**src/rtl/pc_fetch.sv**
```systemverilog
// Instruction-fetch front end: PC owner, imem req/ack master, fetch FIFO.
// Optional FETCH_ALIGN_CHK_EN adds if_exc_adel for misaligned redirects.
module pc_fetch #(
    parameter logic [31:0] RESET_PC  = 32'h0000_0000,
    parameter int          BUF_DEPTH = 2
) (
    input  logic        clk,
    input  logic        rst,
    input  logic        stall,
    input  logic        flush,
    input  logic [31:0] redirect_pc,
    output logic        imem_req,
    output logic [31:0] imem_addr,
    input  logic        imem_ack,
    input  logic [31:0] imem_rdata,
    output logic        if_valid,
    output logic [31:0] if_pc,
    output logic [31:0] if_inst
`ifdef FETCH_ALIGN_CHK_EN
    ,
    output logic        if_exc_adel
`endif
);

    localparam int AW = $clog2(BUF_DEPTH);
    localparam logic [AW:0] CNT_DEPTH = BUF_DEPTH[AW:0];

    typedef enum logic [1:0] {
        IDLE,
        REQ,
        DROP
    } state_t;

    state_t state;
    state_t state_nx;

    logic [31:0] next_pc;
    logic [31:0] redir_pc;
    logic        halted;
    logic        halted_nx;
    logic        misalign;

    logic [31:0] pc_mem   [BUF_DEPTH];
    logic [31:0] inst_mem [BUF_DEPTH];
    logic [AW-1:0] rd_ptr;
    logic [AW-1:0] wr_ptr;
    logic [AW:0]   count;
    logic [AW:0]   count_nx;
    logic [AW:0]   count_after;

    logic        push;
    logic        pop;
    logic        go_fetch;
    logic        wr_en;
    logic [AW-1:0] wr_idx;
    logic [31:0] wr_pc;
    logic [31:0] wr_inst;

`ifdef FETCH_ALIGN_CHK_EN
    logic exc_mem [BUF_DEPTH];
    assign misalign = flush && (redirect_pc[1:0] != 2'b00);
`else
    logic unused_bits;
    assign unused_bits = ^redirect_pc[1:0];
    assign misalign = 1'b0;
`endif

    assign redir_pc = {redirect_pc[31:2], 2'b00};

    assign imem_req  = (state == REQ);
    assign imem_addr = next_pc;

    assign if_valid = (count != '0);
    assign if_pc    = if_valid ? pc_mem[rd_ptr] : 32'h0;
    assign if_inst  = if_valid ? inst_mem[rd_ptr] : 32'h0;
`ifdef FETCH_ALIGN_CHK_EN
    assign if_exc_adel = if_valid && exc_mem[rd_ptr];
`endif

    // Flush outranks both sides of the FIFO; an ack during flush is dropped.
    assign push = imem_req && imem_ack && !flush;
    assign pop  = if_valid && !stall && !flush;

    // Occupancy after this cycle's push/pop, then after a possible flush.
    always_comb begin
        count_nx = count;
        if (push && !pop) begin
            count_nx = count + 1'b1;
        end else if (pop && !push) begin
            count_nx = count - 1'b1;
        end
        count_after = count_nx;
        if (flush) begin
            count_after = misalign ? {{AW{1'b0}}, 1'b1} : '0;
        end
    end

    assign halted_nx = flush ? misalign : halted;
    assign go_fetch  = !halted_nx && (count_after < CNT_DEPTH);

    // Next-state: one outstanding request, DROP swallows a stale ack.
    always_comb begin
        state_nx = state;
        unique case (state)
            IDLE: begin
                state_nx = go_fetch ? REQ : IDLE;
            end
            REQ: begin
                if (flush && !imem_ack) begin
                    state_nx = DROP;
                end else if (flush || imem_ack) begin
                    state_nx = go_fetch ? REQ : IDLE;
                end
            end
            DROP: begin
                if (imem_ack) begin
                    state_nx = go_fetch ? REQ : IDLE;
                end
            end
            default: begin
                state_nx = IDLE;
            end
        endcase
    end

    // FSM state, fetch PC and halt flag.
    always_ff @(posedge clk) begin
        if (rst) begin
            state   <= IDLE;
            next_pc <= RESET_PC;
            halted  <= 1'b0;
        end else begin
            state  <= state_nx;
            halted <= halted_nx;
            if (flush) begin
                next_pc <= redir_pc;
            end else if (push) begin
                next_pc <= next_pc + 32'd4;
            end
        end
    end

    // A misaligned redirect plants one exception entry at slot 0.
    always_comb begin
        wr_en   = !rst && (push || misalign);
        wr_idx  = misalign ? '0 : wr_ptr;
        wr_pc   = misalign ? redirect_pc : next_pc;
        wr_inst = misalign ? 32'h0 : imem_rdata;
    end

    // FIFO storage; contents are masked by if_valid so no reset needed.
    always_ff @(posedge clk) begin
        if (wr_en) begin
            pc_mem[wr_idx]   <= wr_pc;
            inst_mem[wr_idx] <= wr_inst;
`ifdef FETCH_ALIGN_CHK_EN
            exc_mem[wr_idx]  <= misalign;
`endif
        end
    end

    // FIFO pointers and occupancy; pointers wrap modulo BUF_DEPTH.
    always_ff @(posedge clk) begin
        if (rst) begin
            rd_ptr <= '0;
            wr_ptr <= '0;
            count  <= '0;
        end else if (flush) begin
            rd_ptr <= '0;
            wr_ptr <= misalign ? AW'(1) : '0;
            count  <= count_after;
        end else begin
            if (push) begin
                wr_ptr <= wr_ptr + 1'b1;
            end
            if (pop) begin
                rd_ptr <= rd_ptr + 1'b1;
            end
            count <= count_nx;
        end
    end

endmodule
```
**config.mk**
```make
export PLATFORM = sky130hd
export DESIGN_NAME = pc_fetch
export DESIGN_NICKNAME = d
export VERILOG_FILES = /design/src/rtl/pc_fetch.sv
export SDC_FILE = /design/constraint.sdc
export NUM_CORES = 1
export LEC_CHECK = 0
export CORE_ASPECT_RATIO = 1.25
export CORE_UTILIZATION = 50
export CTS_CLUSTER_DIAMETER = 150
export DETAILED_ROUTE_END_ITERATION = 7
export HOLD_SLACK_MARGIN = 0.02
export PLACE_DENSITY_LB_ADDON = 0.1
export SYNTH_ARGS = -nofsm -noshare
export SYNTH_HDL_FRONTEND = slang
export SYNTH_SLANG_ARGS = --single-unit
```
**constraint.sdc**
```tcl
create_clock -name clk -period 7.3 [get_ports clk]
set_input_delay 1.095 -clock clk [delete_from_list [all_inputs] [get_ports clk]]
set_output_delay 1.095 -clock clk [all_outputs]
set_load 0.005 [all_outputs]
```
=== Yosys cells after proc, flatten, opt, wreduce, memory -nomap -nowiden ===
Memories as Yosys holds them, arrays and structs flattened. A register that Yosys moved wholly into a read port is not among the register bits.
Index checks and enable logic that the tools add are counted.

* $add $sub $neg: 5
* Order comparisons: 1
* Equal/unequal tests: 4
* Muxes and demuxes: 20
* Reduce and logical (&&, ||, !) cells: 22

{| class="wikitable"
|+ Operator list
! kind !! number
|-
| $mux 32 || 4
|-
| $add 32x3->32 const B || 1
|-
| $mux 2 || 7
|-
| $logic_and 1x1->1 || 9
|-
| $mux 1 || 8
|-
| $logic_not 1->1 || 7
|-
| $pmux 2 s3 || 1
|-
| $reduce_bool 2->1 || 2
|-
| $ne 3x1->1 const B || 1
|-
| $add 1x1->1 const B || 2
|-
| $add 2x1->2 const B || 1
|-
| $eq 2x1->1 const B || 1
|-
| $eq 2x2->1 const B || 1
|-
| $logic_not 2->1 || 1
|-
| $lt 2x2->1 const B || 1
|-
| $ne 2x2->1 const B || 1
|-
| $reduce_and 2->1 || 1
|-
| $reduce_or 2->1 || 1
|-
| $sub 2x1->2 const B || 1
|-
| $logic_or 1x1->1 || 1
|}

* Flip-flop bits (word level): 39
* RAM bits: 128
* Input port bits: 69
* Output and inout bits: 98
* Word-level logic and storage cells: 61
* Memories: 2

{| class="wikitable"
|+ Memory list
! name !! depth !! width !! read ports !! clocked after Yosys merged registers in !! wr ports !! line !! RTL
|-
| inst_mem || 2 || 32 || 1 || 1 || 1 || 44 || <nowiki>logic [31:0] inst_mem [BUF_DEPTH];</nowiki>
|-
| pc_mem || 2 || 32 || 1 || 1 || 1 || 43 || <nowiki>logic [31:0] pc_mem [BUF_DEPTH];</nowiki>
|}

=== Depth between registers and ports, before layout ===
Gate-level depths: netlist of run 1.

* Depth after elaboration: 14
* Mapped depth: 7
* Gate-level depth less buffers: 6

=== Least setup slack after synthesis of run 1 ===
Ideal clock, no wire load.

* Kind: input to register
* Start: input imem_ack
* End: memory inst_mem[0][0] (enable)
* Arrival time: 5.817 ns
* Data required time: 6.742 ns
* Slack: 0.925 ns
* Cell stages on the path: 3
* Cell sequence: buf_2 nand3b_1 nor3_1

* Longest elaborated chain between the ends: 5

{| class="wikitable"
|+ RTL lines
! what !! line !! RTL
|-
| start, declared || 14 || <nowiki>input logic imem_ack,</nowiki>
|-
| $logic_and 1x1->1 (2 in series) || 81 || <nowiki>assign push = imem_req && imem_ack && !flush;</nowiki>
|-
| $logic_and 1x1->1 || 145 || <nowiki>wr_en = !rst && (push || misalign);</nowiki>
|-
| $mux 1 || 153 || <nowiki>if (wr_en) begin</nowiki>
|-
| $mux 1 (not written as such) || 155 || <nowiki>inst_mem[wr_idx] <= wr_inst;</nowiki>
|-
| end, declared || 44 ||
|}

No other way between the ends.

=== Worst setup path after layout of run 1 ===
* Start: input rst
* End: memory pc_mem[1][26] (enable)

* Longest elaborated chain between the ends: 4

{| class="wikitable"
|+ RTL lines
! what !! line !! RTL
|-
| start, declared || 8 || <nowiki>input logic rst,</nowiki>
|-
| $logic_not 1->1 || 145 ||
|-
| $logic_and 1x1->1 || 145 ||
|-
| $mux 1 || 153 ||
|-
| $mux 1 (not written as such) || 154 || <nowiki>pc_mem[wr_idx] <= wr_pc;</nowiki>
|-
| end, declared || 43 ||
|}

No other way between the ends.

==> results of run 1 <==
-- sequential cells by signal, summed over array words and instances (netlist names), named ones only --
register / count
halted: 1
wr_idx: 1
state: 2
inst_mem: 64
pc_mem: 60
count: 2
rd_ptr: 1
imem_addr: 30
-- worst max-delay path by stage --
stage / slack [ps] / depth (start not counted) / endpoint / from
final: 3450 / 5 / pc_mem[1][26] / rst
after global placement: 3070 / 5 / inst_mem[1][5] / rst
after global routing: 3210 / 5 / pc_mem[1][2] / rst
after CTS: 3430 / 5 / pc_mem[1][28] / rst
after floorplan: 930 / 3 / inst_mem[0][0] / imem_ack
after detailed placement: 2990 / 5 / inst_mem[1][1] / rst
-- cells in the mapped netlist (4+ instances only) --
master	n	area share, %
nand3_1	10	0.73
or4_1	9	0.99
a311oi_1	12	1.5
nor2b_1	4	0.37
nor2_1	92	5.1
a21oi_1	4	0.29
dfxtp_1	38	11
and3_1	5	0.46
a211oi_1	8	0.88
edfxtp_1	124	54
nor3_1	7	0.51
o21ai_0	9	0.66
inv_1	9	0.49
nand4_1	14	1.3
xor2_1	5	0.64
or3_1	7	0.64
and4_1	5	0.64
buf_4	4	0.44
o31ai_1	6	0.66
mux2i_1	62	9.1
clkbuf_1	20	1.1
nand2_1	16	0.88
xnor2_1	8	1.0
-- logic make-up (layout without fill, tap and decap cells) --
kind of cell,count (synthesis),count (layout)
DFF,162,162
other,1,4
muxes,63,63
xor gates and xnor gates,13,13
AOI/OAI and AO/OA,56,56
buffers and inverters,44,208
adders and majority gates,3,3
and+or+nand+nor,186,186
-- metrics by stage --
| step | utilization, % | total power (uW) |
|---|---|---|
| 2_1_floorplan | - | 1170 |
| 3_3_place_gp | 64.3 | 1320 |
| 3_5_place_dp | 64.3 | 1320 |
| 4_1_cts | 68.7 | 2180 |
| 5_1_grt | 68.7 | 2240 |
| 6_report | 68.7 | 2160 |
-- critical path, delay by kind of cell --
kind / cells / cell delay [ps]
buffers and inverters: 3 / 2290
AND/OR/NAND/NOR: 2 / 470
-- report_power, final --
| group | leakage, uW | switching (uW) | internal, uW |
|---|---|---|---|
| clock | 0.000283 | 348 | 511 |
| combinational | 0.00121 | 100 | 143 |
| sequential | 0.00144 | 37.4 | 1020 |
-- area by class of cell --
cell class | count | area share, %
Sequential cell | 162 | 49.2
Tap cell | 171 | 2.34
Timing Repair Buffer | 166 | 18.0
Clock inverter | 10 | 1.07
Clock buffer | 22 | 5.32
Multi-Input combinational cell | 325 | 23.6
Inverter | 10 | 0.411
-- routing by layer --
| metal | routed length [um] | track usage [%] |
|---|---|---|
| met5 | 0 | 0 |
| met3 | 821 | 4.48 |
| met4 | 180 | 7.23 |
| met1 | 6310 | 26.9 |
| met2 | 7450 | 35.8 |
==> results.py, run 1 <==
metrics = {
    "logic_synthesis": {
        "avgSynthCellArea_um2": 12.9,
        "synth_compound_area_share_pct": 6.30,
        "synth_fa_ha_area_share_pct": 0.513,
        "synth-seq-area-share_pct": 65.6,
        "synthFlopType": "edfxtp_1",
        "synth-simple-area-share_pct": 13.4,
        "synth_edf_count": 124,
        "ys_types": 55,
        "synth_seq_cells": 162,
        "synth_top_family_by_area": "simple AND/OR/NAND/NOR gates",
        "synth_xor_area_share_pct": 1.67,
        "synth_cells": 528,
        "async_reset_ff_share_pct": 0,
        "synth_warnings": 0,
        "synthMuxAreaShare_pct": 9.25,
        "syn_area_um2": 6830,
    },
    "pwr": {
        "peakVddDrop_mv": 0.139,
        "power.density_nw_per_um2": 237,
        "p_leak_uw": 0.00293,
    },
    "routing": {
        "vias": 4766,
        "drtPass1Iterations": 4,
        "viasPerCell": 5.50,
        "wl_per_cell_um": 17.0,
        "drt_iter0_drc": 290,
        "drt-total-wl_mm": 14.8,
        "route.antenna.remaining_nets": 0,
        "drcViolationCount": 0,
    },
    "placed_design": {
        "dpl.hpwl_mm": 9.52,
        "place_ws_ps": 2990,
        "globalplace.congestion": 0.863,
        "io_buffers": 160,
        "place_inst": 834,
        "post_dp_cell_area_um2": 8540,
    },
    "critical_path": {
        "timing.rr.end": "imem_addr[28]",
        "r2r-start": "imem_addr[2]",
        "max_stage_delay_ps": 960,
        "cp_data_required_time_ps": 7340,
        "cpMaxStageDelayCell": "clkdlybuf4s50_1",
        "path_cells": "clkdlybuf4s50_1 -> inv_1 -> nand2_1 -> nor3_2 -> buf_4",
        "start_kind": "input port",
        "cp_max_fo": 62,
        "ff2ff_path_depth": 4,
        "crit_type": "input port to register",
        "critical_path.endpoint_type": "register",
        "cp.arrival_ps": 3890,
        "rrSetupSlack_ps": 4850,
    },
    "sta": {
        "max_slew_margin_pct": 27.0,
        "worstMarginPinSlew_ps": 1090,
        "rsz0062_at_grt": "no",
        "fin_ws_ps": 3450,
        "tns_ps": 0,
        "fin_skew_ps": 10.1,
        "setup_viol": 0,
        "slew_violations": 0,
        "period_share_pct": 52.8,
        "hold_violations": 0,
        "max_freq_ghz": 0.259,
        "holdWs_ps": 522,
        "period_needed_ps": 3850,
    },
    "grt": {
        "grt_pass1_wl_mm": 23.4,
        "grt_pass1_vias": 4633,
        "antenna_found_initial": 0,
        "grt_overflow": 0,
        "grtUsageTotal_pct": 21.2,
        "grt_start_max_net_pins": 64,
    },
    "final_layout": {
        "fill_cells": 1031,
        "areaGrowthSynthToFinish_pct": 33.5,
        "drive_above_1_share_pct": 6.47,
        "diodes": 0,
        "regArea_um2": 4490,
        "final_cells": 866,
        "multi_input_area_um2": 2160,
        "nets": 753,
        "layout_commonest_cell": "clkdlybuf4s50_1",
        "fin_area_um2": 9130,
        "layout_common_cells": "clkdlybuf4s50_1, edfxtp_1, nor2_1",
    },
    "clock_tree": {
        "cts_tree": "yes",
        "cts.repair.resized": 0,
        "cts.sinks": 162,
        "clock_path_buffers": 2,
        "clk_pin_slew_ps": 60,
        "ctsRootBufferMaster": "clkbuf_16",
        "postCtsSetupRepairBufs": 0,
        "cts_made_buffers": 17,
        "insertion_delay_ps": 420,
        "htreeDepth": 4,
        "cts_hold_buffers": 0,
    },
    "floorplan": {
        "io_pins": 167,
        "rows": 47,
        "die_w_um": 107,
        "die_area_um2": 14100,
        "core-area_um2": 13300,
        "start_util_pct": 51.4,
        "die_y_um": 133,
    },
    "min_path": {
        "worstHoldStart": "rd_ptr",
        "holdPathEnd": "rd_ptr",
        "hold_class": "register to register",
        "min_path_cells": 2,
    },
    "flow_run": {
        "max_cap_violations": 0,
    },
    "outcome": {
        "status": "completed",
    },
}
Note: power is estimated with default switching activity, not from simulation.
==> run 2, diff against run 1 <==
==> constraint.sdc (replaced) <==
create_clock -name clk -period 3.75 [get_ports clk]
set_input_delay 0.5625 -clock clk [delete_from_list [all_inputs] [get_ports clk]]
set_output_delay 0.5625 -clock clk [all_outputs]
set_load 0.005 [all_outputs]
==> run 2 against run 1 <==
First-iteration DRC count is 22% lower. Power grew 92%. Design area rose by 0.60%. Worst setup slack got worse by 2600 ps. Clock power grew 86%. Clock-buffer cell count is 4 lower. Core utilization rose by 0.41 points. Non-clock buffer count grew 3. Wire length increased by 3.2%. Via count rose by 0.97%.
==> results.py, run 2 (synthesis results as in run 1) <==
metrics = {
    "outcome": {
        "status": "completed",
    },
    "final_layout": {
        "layout_common_cells": "clkdlybuf4s50_1, edfxtp_1, nor2_1",
        "largest_reg_flops": 64,
        "areaGrowthSynthToFinish_pct": 34.3,
        "final_cells": 869,
        "largest_register": "inst_mem",
        "final_core_util_pct": 69.1,
        "diodes": 0,
        "layout_commonest_cell": "clkdlybuf4s50_1",
        "drive_above_1_share_pct": 7.02,
        "nets": 756,
    },
    "routing": {
        "vias": 4812,
        "viasPerCell": 5.54,
        "drt_iter0_drc": 225,
        "drtPass1Iterations": 5,
        "drcViolationCount": 0,
        "wl_per_cell_um": 17.5,
        "drt-total-wl_mm": 15.2,
        "route.antenna.remaining_nets": 0,
    },
    "sta": {
        "max_freq_ghz": 0.346,
        "hold_violations": 0,
        "period_needed_ps": 2890,
        "max_slew_margin_pct": 52.1,
        "slew_violations": 0,
        "rsz0062_at_grt": "no",
        "setup_viol": 0,
        "tns_ps": 0,
        "period_share_pct": 77.1,
        "fin_skew_ps": 10.4,
        "holdWs_ps": 534,
        "fin_ws_ps": 859,
        "worstMarginPinSlew_ps": 719,
    },
    "clock_tree": {
        "clk_pin_slew_ps": 70,
        "ctsRootBufferMaster": "clkbuf_16",
        "cts_tree": "yes",
        "clock_path_buffers": 2,
        "postCtsSetupRepairBufs": 0,
        "cts.sinks": 162,
        "htreeDepth": 4,
        "insertion_delay_ps": 410,
        "cts.repair.resized": 0,
        "cts_hold_buffers": 0,
        "cts_made_buffers": 17,
    },
    "floorplan": {
        "die_area_um2": 14100,
        "die_w_um": 107,
        "rows": 47,
        "core-area_um2": 13300,
        "start_util_pct": 51.4,
        "io_pins": 167,
        "die_y_um": 133,
    },
    "critical_path": {
        "critical_path.endpoint_type": "output port",
        "crit_type": "register to output port",
        "rrSetupSlack_ps": 1480,
        "ff2ff_path_depth": 4,
        "timing.rr.end": "imem_addr[28]",
        "cp.arrival_ps": 2330,
        "r2r-start": "imem_addr[15]",
        "cp_max_fo": 39,
        "cp_data_required_time_ps": 3190,
        "start_kind": "register",
    },
    "grt": {
        "grt_start_max_net_pins": 63,
        "grt_overflow": 0,
        "grtUsageTotal_pct": 22.1,
        "grt_pass1_vias": 4779,
        "grt_pass1_wl_mm": 24.0,
        "antenna_found_initial": 0,
    },
    "placed_design": {
        "globalplace.congestion": 0.816,
        "place_ws_ps": 852,
        "dpl.hpwl_mm": 9.98,
        "io_buffers": 160,
        "place_inst": 837,
    },
    "min_path": {
        "min_path_cells": 2,
        "worstHoldStart": "rd_ptr",
        "hold_class": "register to register",
    },
    "pwr": {
        "peakVddDrop_mv": 0.261,
        "power.density_nw_per_um2": 452,
        "p_leak_uw": 0.00294,
    },
    "flow_run": {
        "max_cap_violations": 0,
    },
}
-- run 2: critical path, cell delays in order (launching register included) --
cell and delay (ps):
dfxtp_4 820, buf_12 290, mux2i_1 230, nor2_1 70, clkdlybuf4s50_1 500
-- run 2: layout make-up --
type / count / area (um2)
tap: 171 / 214
inverter: 10 / 37.5
clock inverter: 14 / 130
clock buffer: 18 / 429
timing repair buffer: 169 / 1710
sequential: 162 / 4490
multi-input combinational: 325 / 2180
fill: 990 / 4110
-- run 2: power breakdown --
part	switching, uW	internal [uW]
Sequential	69.0	1990
Clock	684	920
Combinational	206	282
-- run 2: through the flow --
| step | power, uW | cell area [um2] |
|---|---|---|
| floorplan | 2280 | 6860 |
| global placement | 2570 | 8620 |
| detailed placement | 2590 | 8620 |
| CTS | 4200 | 9180 |
| global route | 4320 | 9180 |
| finish | 4150 | 9180 |
-- run 2: metal layers --
| layer | GRT usage, % | share of wire (%) | routed length, um | vias up |
|---|---|---|---|---|
| met3 | 4.73 | 5.0 | 754 | 18 |
| met5 | 0 | 0 | 0 | - |
| met1 | 25.9 | 40 | 6150 | 2321 |
| li1 | - | - | - | 2296 |
| met4 | 8.37 | 1.8 | 272 | 0 |
| met2 | 39.3 | 53 | 8050 | 177 |
-- run 2: worst max-delay path by stage --
stage | endpoint | from | cells after the start | slack (ps)
floorplan | inst_mem[0][0] | imem_ack | 3 | -210
global placement | imem_addr[31] | imem_ack | 5 | 940
finish | if_pc[16] | register | 4 | 860
global route | if_pc[26] | register | 4 | 720
CTS | if_pc[26] | register | 4 | 800
detailed placement | imem_addr[25] | imem_ack | 5 | 850
==> run 3, diff against run 2 <==
--- a/config.mk
+++ b/config.mk
@@ -6,7 +6,7 @@
 export NUM_CORES = 1
 export LEC_CHECK = 0
 export CORE_ASPECT_RATIO = 1.25
-export CORE_UTILIZATION = 50
+export CORE_UTILIZATION = 45
 export CTS_CLUSTER_DIAMETER = 150
 export DETAILED_ROUTE_END_ITERATION = 7
 export HOLD_SLACK_MARGIN = 0.02
==> constraint.sdc (replaced) <==
create_clock -name clk -period 2.5 [get_ports clk]
set_input_delay 0.375 -clock clk [delete_from_list [all_inputs] [get_ports clk]]
set_output_delay 0.375 -clock clk [all_outputs]
set_load 0.005 [all_outputs]
==> run 3 against run 2 <==
Critical endpoint is now if_pc[2]. The flow now finishes with violations (design-rule violations). Critical path depth is the same. Power rose by 54%. Clock power grew 59%. Clock skew is 4.6 ps higher. Global-route usage decreased by 1.4 points.
==> results.py, run 3 (synthesis results as in run 1) <==
metrics = {
    "outcome": {
        "status": "finished with violations",
        "violations": "design-rule violations",
    },
    "sta": {
        "max_freq_ghz": 0.418,
        "rsz0062_at_grt": "no",
        "worstMarginPinSlew_ps": 536,
        "hold_violations": 0,
        "slew_violations": 0,
        "max_slew_margin_pct": 64.3,
        "period_needed_ps": 2390,
        "fin_skew_ps": 15.0,
        "period_share_pct": 95.7,
        "tns_ps": 0,
        "setup_viol": 0,
    },
    "floorplan": {
        "io_pins": 167,
        "core-area_um2": 14900,
        "die_y_um": 140,
        "die_w_um": 112,
        "die_area_um2": 15700,
        "rows": 50,
        "start_util_pct": 45.9,
    },
    "pwr": {
        "power.switching_uw": 1480,
        "power_frac_seq_pct": 47.8,
        "share_comb_of_total_power_pct": 12.6,
        "power_uw": 6410,
        "switching_share_pct": 23.1,
        "internal_power_uw": 4930,
        "p_leak_uw": 0.00308,
        "p_clk_share_pct": 39.7,
        "power.density_nw_per_um2": 680,
        "peakVddDrop_mv": 0.410,
    },
    "critical_path": {
        "ff2ff_path_depth": 4,
        "timing.rr.end": "imem_addr[28]",
        "start_kind": "register",
        "cp_data_required_time_ps": 2120,
        "rrSetupSlack_ps": 260,
        "cp.arrival_ps": 2020,
        "critical_path.endpoint_type": "output port",
        "cp_max_fo": 27,
        "crit_type": "register to output port",
        "r2r-start": "imem_addr[22]",
    },
    "routing": {
        "drt_iter0_drc": 215,
        "viasPerCell": 5.41,
        "drcViolationCount": 11,
        "drt-total-wl_mm": 15.6,
        "drtPass1Iterations": 8,
        "route.antenna.remaining_nets": 0,
        "vias": 4867,
        "wl_per_cell_um": 17.4,
    },
    "final_layout": {
        "largest_reg_flops": 64,
        "areaGrowthSynthToFinish_pct": 37.9,
        "nets": 776,
        "layout_common_cells": "clkdlybuf4s50_1, edfxtp_1, nor2_1",
        "drive_above_1_share_pct": 9.47,
        "largest_register": "inst_mem",
        "diodes": 0,
        "final_core_util_pct": 63.3,
        "fin_area_um2": 9420,
        "layout_commonest_cell": "clkdlybuf4s50_1",
        "final_cells": 900,
    },
    "clock_tree": {
        "cts.sinks": 162,
        "cts_hold_buffers": 0,
        "cts.repair.resized": 0,
        "insertion_delay_ps": 420,
        "clk_pin_slew_ps": 60,
        "cts_tree": "yes",
        "postCtsSetupRepairBufs": 0,
        "cts_made_buffers": 17,
        "ctsRootBufferMaster": "clkbuf_16",
        "clock_path_buffers": 2,
        "htreeDepth": 4,
    },
    "grt": {
        "grt_overflow": 0,
        "top_usage_layer": "met2",
        "use_met1_pct": 25.6,
        "grt_pass1_wl_mm": 25.1,
        "grt_pass1_vias": 4922,
        "grtUsageMet2_pct": 35.8,
        "grt_start_max_net_pins": 54,
        "grtUsageTotal_pct": 20.7,
        "grtUsageMet3_pct": 4.57,
        "antenna_found_initial": 0,
    },
    "min_path": {
        "hold_class": "input port to register",
        "min_path_cells": 3,
        "worstHoldStart": "redirect_pc[3]",
        "holdPathEnd": "imem_addr[3]",
    },
    "flow_run": {
        "max_cap_violations": 0,
    },
    "placed_design": {
        "place_inst": 868,
        "io_buffers": 160,
        "dpl.hpwl_mm": 10.7,
        "post_dp_cell_area_um2": 8830,
        "globalplace.congestion": 0.800,
    },
}
==> run 3: changes by cell type in the layout (fill, tap and decap cells not counted), sizes merged <==
| cell | before | now |
|---|---|---|
| clkbuf | 18 | 17 |
| clkinv | 6 | 5 |
| inv | 13 | 15 |
| buf | 9 | 29 |
| clkinvlp | 4 | 3 |
| bufinv | 1 | 2 |
==> run 3: worst max-delay path by stage <==
stage	slack (ps)	start	end
after floorplan	-350	imem_ack	inst_mem[0][0]
after global placement	160	imem_ack	imem_addr[31]
after detailed placement	120	imem_ack	imem_addr[25]
after CTS	3	count[0]	if_pc[22]
after global routing	4	register	if_pc[11]
final	110	register	if_pc[2]
==> run 3: critical path, stage by stage (launching register included) <==
cell and delay, ps:
dfxtp_4 570, buf_12 270, mux2i_1 100, nor2_1 120, clkdlybuf4s50_1 510
==> run 3: layout make-up <==
| cell class | count | area [um2] |
|---|---|---|
| clock buffer | 17 | 425 |
| clock inverter | 15 | 156 |
| fill | 1212 | 5470 |
| inverter | 10 | 37.5 |
| multi-input combinational | 325 | 2180 |
| sequential | 162 | 4490 |
| tap | 182 | 228 |
| timing repair buffer | 189 | 1910 |
==> run 3: per-layer routing <==
metal | vias to the layer above | part of all wire, %
met1 | 2328 | 42
met5 | - | 0
met3 | 12 | 6.0
met4 | 0 | 1.0
li1 | 2348 | -
met2 | 179 | 51
==> run 3: per-stage QoR <==
| step | hold WS, ps | setup WS, ps |
|---|---|---|
| floorplan | 474 | -348 |
| global placement | 491 | 159 |
| detailed placement | 509 | 124 |
| CTS | 502 | 3.32 |
| global route | 521 | 4.08 |
| finish | 516 | 108 |
==> run 3: power by group through the flow <==
stage	Combinational, uW	Clock, uW	Sequential [uW]
2_1_floorplan	323	0	3100
3_3_place_gp	792	0	3110
3_5_place_dp	806	0	3120
4_1_cts	810	2600	3060
5_1_grt	874	2720	3070
6_report	804	2540	3060
